`src/rtl/z_acc_rmw_ctrl_pkg.sv`:
```
// z_acc_rmw_ctrl_pkg: shared definitions for the Z accumulator read-modify-write sequencer.
//   - state_e     : FSM state encoding (IDLE=0, RD=1, CAP=2, WR=3, CLR=4)
//   - DefaultDw   : default data width of products, Z words and sums
//   - DefaultAw   : default Z memory address width
//   - DefaultDepth: default number of Z words cleared by the bulk-clear sequence
// These defaults are also used by the adder and the Z memory.
package z_acc_rmw_ctrl_pkg;

    typedef enum logic [2:0] {
        StIdle = 3'd0,
        StRd   = 3'd1,
        StCap  = 3'd2,
        StWr   = 3'd3,
        StClr  = 3'd4
    } state_e;

    localparam int unsigned DefaultDw    = 16;
    localparam int unsigned DefaultAw    = 6;
    localparam int unsigned DefaultDepth = 64;

endpackage

```
`src/rtl/z_acc_rmw_ctrl.sv`:
```
// z_acc_rmw_ctrl: read-modify-write sequencer for the Z (accumulator) memory.
// Each accepted request reads Z[addr], presents the product and the Z word to an external
// combinational adder, then writes the sum back to Z[addr] (4 cycles per request).
// A bulk-clear sequence writes zero to Z[0..DEPTH-1], one word per cycle.
//
// Ports:
//   clk, rstn                  clock (posedge) and synchronous active-low reset
//   clear_i                    start bulk clear (sampled in IDLE only, beats req_valid_i)
//   req_valid_i/req_ready_o    accumulate request handshake
//   req_addr_i, req_multi_i    target Z address and product
//   multi_o, s_z_data_o        registered adder operands (updated only for the WR cycle)
//   result_i                   adder sum, passed through to mem_wdata_o
//   mem_rd_o/mem_we_o          Z memory read (1-cycle latency) / write enables
//   mem_addr_o, mem_wdata_o    shared Z memory address, write data
//   mem_data_i                 Z memory read data
//   busy_o                     state is not IDLE
//   done_o                     one-cycle pulse in the first IDLE cycle after a clear
//   op_cnt_o                   (Z_ACC_RMW_OPCNT_EN only) saturating count of WR cycles
//
// Optional feature macro: Z_ACC_RMW_OPCNT_EN.
module z_acc_rmw_ctrl
    import z_acc_rmw_ctrl_pkg::*;
#(
    parameter int unsigned DW    = DefaultDw,
    parameter int unsigned AW    = DefaultAw,
    parameter int unsigned DEPTH = DefaultDepth
) (
    input  logic          clk,
    input  logic          rstn,
    input  logic          clear_i,
    input  logic          req_valid_i,
    output logic          req_ready_o,
    input  logic [AW-1:0] req_addr_i,
    input  logic [DW-1:0] req_multi_i,
    output logic [DW-1:0] multi_o,
    output logic [DW-1:0] s_z_data_o,
    input  logic [DW-1:0] result_i,
    output logic          mem_rd_o,
    output logic [AW-1:0] mem_addr_o,
    input  logic [DW-1:0] mem_data_i,
    output logic          mem_we_o,
    output logic [DW-1:0] mem_wdata_o,
`ifdef Z_ACC_RMW_OPCNT_EN
    output logic [15:0]   op_cnt_o,
`endif
    output logic          busy_o,
    output logic          done_o
);

    localparam logic [AW-1:0] LastAddr = AW'(DEPTH - 1);

    state_e        state_q, state_d;
    logic [AW-1:0] addr_q;
    logic [DW-1:0] prod_q;
    logic [DW-1:0] z_q;
    logic [DW-1:0] multi_q;
    logic [AW-1:0] cnt_q;
    logic          done_q;

    logic accept;
    logic clr_start;

    assign clr_start = (state_q == StIdle) && clear_i;
    assign accept    = (state_q == StIdle) && !clear_i && req_valid_i;

    always_comb begin
        state_d = state_q;
        case (state_q)
            StIdle: begin
                if (clear_i) begin
                    state_d = StClr;
                end else if (req_valid_i) begin
                    state_d = StRd;
                end
            end
            StRd:  state_d = StCap;
            StCap: state_d = StWr;
            StWr:  state_d = StIdle;
            StClr: begin
                if (cnt_q == LastAddr) begin
                    state_d = StIdle;
                end
            end
            default: state_d = StIdle;
        endcase
    end

    always_ff @(posedge clk) begin
        if (!rstn) begin
            state_q <= StIdle;
            addr_q  <= '0;
            prod_q  <= '0;
            z_q     <= '0;
            multi_q <= '0;
            cnt_q   <= '0;
            done_q  <= 1'b0;
        end else begin
            state_q <= state_d;
            done_q  <= (state_q == StClr) && (cnt_q == LastAddr);
            if (accept) begin
                addr_q <= req_addr_i;
                prod_q <= req_multi_i;
            end
            // Both adder operands are loaded on the CAP->WR edge so they only change for WR.
            if (state_q == StCap) begin
                z_q     <= mem_data_i;
                multi_q <= prod_q;
            end
            if (clr_start) begin
                cnt_q <= '0;
            end else if (state_q == StClr) begin
                cnt_q <= cnt_q + AW'(1);
            end
        end
    end

    always_comb begin
        mem_rd_o    = 1'b0;
        mem_we_o    = 1'b0;
        mem_addr_o  = '0;
        mem_wdata_o = '0;
        case (state_q)
            StRd: begin
                mem_rd_o   = 1'b1;
                mem_addr_o = addr_q;
            end
            StCap: begin
                mem_addr_o = addr_q;
            end
            StWr: begin
                mem_we_o    = 1'b1;
                mem_addr_o  = addr_q;
                mem_wdata_o = result_i;
            end
            StClr: begin
                mem_we_o   = 1'b1;
                mem_addr_o = cnt_q;
            end
            default: ;
        endcase
    end

    assign req_ready_o = (state_q == StIdle);
    assign busy_o      = (state_q != StIdle);
    assign done_o      = done_q;
    assign multi_o     = multi_q;
    assign s_z_data_o  = z_q;

`ifdef Z_ACC_RMW_OPCNT_EN
    logic [15:0] op_cnt_q;

    always_ff @(posedge clk) begin
        if (!rstn) begin
            op_cnt_q <= '0;
        end else if (clr_start) begin
            op_cnt_q <= '0;
        end else if ((state_q == StWr) && (op_cnt_q != 16'hFFFF)) begin
            op_cnt_q <= op_cnt_q + 16'd1;
        end
    end

    assign op_cnt_o = op_cnt_q;
`endif

endmodule

```
`config.mk`:
```
export PLATFORM = sky130hd
export DESIGN_NAME = z_acc_rmw_ctrl
export DESIGN_NICKNAME = d
export VERILOG_FILES = /design/src/rtl/z_acc_rmw_ctrl_pkg.sv /design/src/rtl/z_acc_rmw_ctrl.sv
export SDC_FILE = /design/constraint.sdc
export NUM_CORES = 1
export LEC_CHECK = 0
export BUFFER_PORTS_ARGS = -buffer_cell sky130_fd_sc_hd__clkbuf_2
export CAP_MARGIN = 0
export CORE_MARGIN = 3
export CORE_UTILIZATION = 42
export CTS_CLUSTER_SIZE = 30
export DETAILED_ROUTE_END_ITERATION = 8
export GPL_TIMING_DRIVEN = 0
export PLACE_DENSITY = 0.75
export SLEW_MARGIN = 5
export SYNTH_ARGS = -nofsm -noshare
export SYNTH_HDL_FRONTEND = slang
export SYNTH_SLANG_ARGS = --single-unit
```
`constraint.sdc`:
```
create_clock -name clk -period 1.55 [get_ports clk]
set_input_delay 0.155 -clock clk [delete_from_list [all_inputs] [get_ports clk]]
set_output_delay 0.155 -clock clk [all_outputs]
set_load 0.01 [all_outputs]
```
==> flow_metrics.py <==
metrics = {
    "status": {
        "status": "finished with violations",
        "violations": "setup timing",
    },
    "clocking": {
        "insertion_delay_ns": 0.33,
        "cts_made_buffers": 9,
        "clkTransAtPathRegs_ns": 0.07,
        "cts-root-buf": "clkbuf_8",
        "htreeDepth": 3,
        "cts_tree": "built",
        "clockBufferDepth": 2,
        "cts.sinks": 64,
    },
    "synthesis": {
        "yosysSeqAreaShare_pct": 47.1,
        "ys_types": 33,
        "synthesis.nets": 391,
        "synth_warnings": 0,
        "synth_area_um2": 2720,
        "synthCells": 332,
        "synth_seq_cells": 64,
        "avgSynthCellArea_um2": 8.19,
    },
    "floorplanning": {
        "ios": 117,
        "rows": 28,
        "die_area_um2": 7470,
        "die_w_um": 86.5,
        "core_area_um2": 6100,
        "dieHeight_um": 86.5,
        "start_util_pct": 44.6,
    },
    "sta": {
        "clock_skew_ns": 0.00807,
        "hold_viol_final": 0,
        "finalSetupViolCount": 17,
        "relSlewSlack_pct": 68.0,
        "period_share_pct": 102,
        "fin_ws_ns": -0.0315,
        "period_minus_slack_ns": 1.58,
        "rsz0062_at_grt": "yes",
        "slew_viol_final": 0,
        "tightest_slew_ns": 0.477,
        "fmax_mhz": 632,
    },
    "global_routing": {
        "grt_use_total_pct": 19.5,
        "grt_pass1_wl_um": 11500,
        "grt_max_degree": 11,
        "grt_pass1_vias": 2497,
        "antenna_found_initial": 0,
        "grt-ovfl-total": 0,
    },
    "placement": {
        "dp_hpwl_um": 5020,
        "gp_routability_congestion": 0.840,
        "port_buffers": 115,
    },
    "setup_path": {
        "slowest_stage": "or3_4",
        "cp_cell_sequence": "or3_4 > inv_4 > and3_4 > buf_12 > buf_12 > mux2i_1",
        "cp-end-kind": "flip-flop",
        "r2r_slack_ns": -0.03,
        "cp_data_arrival_time_ns": 1.85,
        "worstPathRequired_ns": 1.81,
        "cp_common_cell": "buf_12",
        "cp-start-kind": "flip-flop",
        "worstPathMaxFanout": 5,
        "reg2reg_depth": 6,
        "cp_slowest_stage_delay_ns": 0.42,
        "path_class": "reg2reg",
    },
    "layout": {
        "fillers": 506,
        "num_antenna_cells": 0,
        "syn2layout_area_growth_pct": 51.7,
        "drive_gt1_share_pct": 42.0,
        "nets": 534,
        "postLayoutCoreUtil_pct": 67.7,
    },
    "detailed_routing": {
        "finalWirelength_um": 7650,
        "dr.first_iter.drc_count": 103,
        "num_vias": 2698,
        "drc": 0,
        "ant_nets": 0,
        "via_per_inst": 4.87,
        "wl_per_cell_um": 13.8,
        "drt-pass1-iter-count": 4,
    },
    "pwr": {
        "leakage_nw": 1.78,
        "vdd_ir_drop_max_uv": 587,
        "p_total_mw": 3.78,
        "p_per_area_nw_per_um2": 917,
    },
    "flow_run": {
        "drv_cap": 0,
    },
    "hold_path": {
        "min_path_cells": 3,
        "hp-class": "in2reg",
    },
}
metrics by stage:
stage | cell area [um2] | setup WS, ns | hold WS, ns | std cells | TNS (ns)
2_1_floorplan | 2760 | 0.00193 | 0.285 | 332 | 0
3_3_place_gp | 3430 | -0.317 | 0.384 | 522 | -10.48
3_5_place_dp | 3430 | -0.448 | 0.390 | 522 | -14.20
4_1_cts | 3890 | -0.160 | 0.0296 | 548 | -3.82
5_1_grt | 4130 | -0.0685 | 0.0466 | 554 | -1.42
6_report | 4130 | -0.0315 | 0.0401 | 554 | -0.202
critical path: cells and delay by family (launching register included):
family / cells / cell delay (ns)
simple gates: 2 / 0.66
buf+inv: 3 / 0.31
mux: 1 / 0.18
flops: 1 / 0.36
final cells by class:
type	instances	area [um2]	area share, %
multi-input combinational	239	1450	35.2
sequential	64	1290	31.3
timing repair buffer	138	948	23.0
buffer	21	158	3.82
clock buffer	12	155	3.76
tap	75	93.8	2.27
clock inverter	3	17.5	0.425
inverter	2	10.0	0.243
metal layers:
layer,routed length (um),track usage [%],vias up
met2,3740,31.2,90
met1,3300,25.8,1230
li1,-,-,1368
met5,0,0,-
met4,142,8.50,0
met3,469,3.42,10
worst paths after layout:
| path | from | to |
|---|---|---|
| min | req_addr_i[1] | addr_q[1]$_SDFFE_PN0P_ |
| min reg2reg | prod_q[13]$_SDFFE_PN0P_ | prod_q[13]$_SDFFE_PN0P_ |
| max reg2reg | state_q[2]$_SDFFE_PN0P_ | prod_q[7]$_SDFFE_PN0P_ |
| max | state_q[2]$_SDFFE_PN0P_ | prod_q[7]$_SDFFE_PN0P_ |
cell families (layout without fill, tap and decap cells):
group,after synthesis,count (layout),share of synthesized area (%)
AO/OA/AOI/OAI,50,50,12.5
XOR/XNOR,2,2,0.644
adder cells (fa/ha/maj),1,1,0.460
buffers and inverters,29,176,4.69
flip-flops,64,64,47.1
multiplexers,22,22,8.10
AND/OR/NAND/NOR,164,164,26.5
placed cells by master, fill, tap and decap left out, types with 4 or more instances in the layout:
cell type	instances
a21boi_0	32
a21oi_1	5
buf_4	13
buf_2	5
dfxtp_1	61
clkbuf_1	10
and2_4	14
mux2i_1	22
buf_12	5
nand3_1	5
nand2_1	120
clkbuf_2	98
buf_6	21
clkbuf_8	11
o21ai_0	4
synthesized netlist by cell type (all sizes together):
library cell / number / share of area (%)
and3b: 1 / 0.32
nor4b: 1 / 0.32
nor3b: 3 / 0.83
clkbuf: 20 / 2.8
nand3b: 1 / 0.28
o22ai: 5 / 1.2
or2b: 1 / 0.28
buf: 7 / 1.7
dfxtp: 64 / 47
and3: 1 / 0.23
mux2i: 22 / 8.1
a21boi: 32 / 8.8
nand3: 5 / 0.92
or4: 1 / 0.28
inv: 2 / 0.28
xor2: 1 / 0.32
o21ai: 6 / 1.1
xnor2: 1 / 0.32
o31ai: 1 / 0.28
or3b: 2 / 0.64
ha: 1 / 0.46
or3: 4 / 0.92
or2: 1 / 0.23
and2: 16 / 3.7
nor3: 1 / 0.18
nor2: 3 / 0.41
nand2: 123 / 17
a21oi: 6 / 1.1
report_power, final:
group          total [mW]  internal [mW]  switching, mW
Clock                1.27          0.654          0.614
Sequential           1.76           1.71         0.0469
Combinational       0.753          0.405          0.348
Total                3.78           2.77           1.01
sequential cells by signal, indices dropped and copies added (netlist names):
signal / cells
s_z_data_o: 16
multi_o: 16
addr_q: 6
prod_q: 16
state_q: 3
done_o: 1
cnt_q: 6
timing repair:
| item | 4_1_cts | 5_1_grt |
|---|---|---|
| setup buffers | 9 | 10 |
| hold buffers | 0 | 0 |
| cloned | 3 | 1 |
| endpoints found under the setup margin | 80 | 78 |
| gates resized for setup | 42 | 78 |
| pin swaps | 7 | 22 |
| hold endpoints to repair | 0 | 0 |
Note: power is estimated with default switching activity, not from simulation.
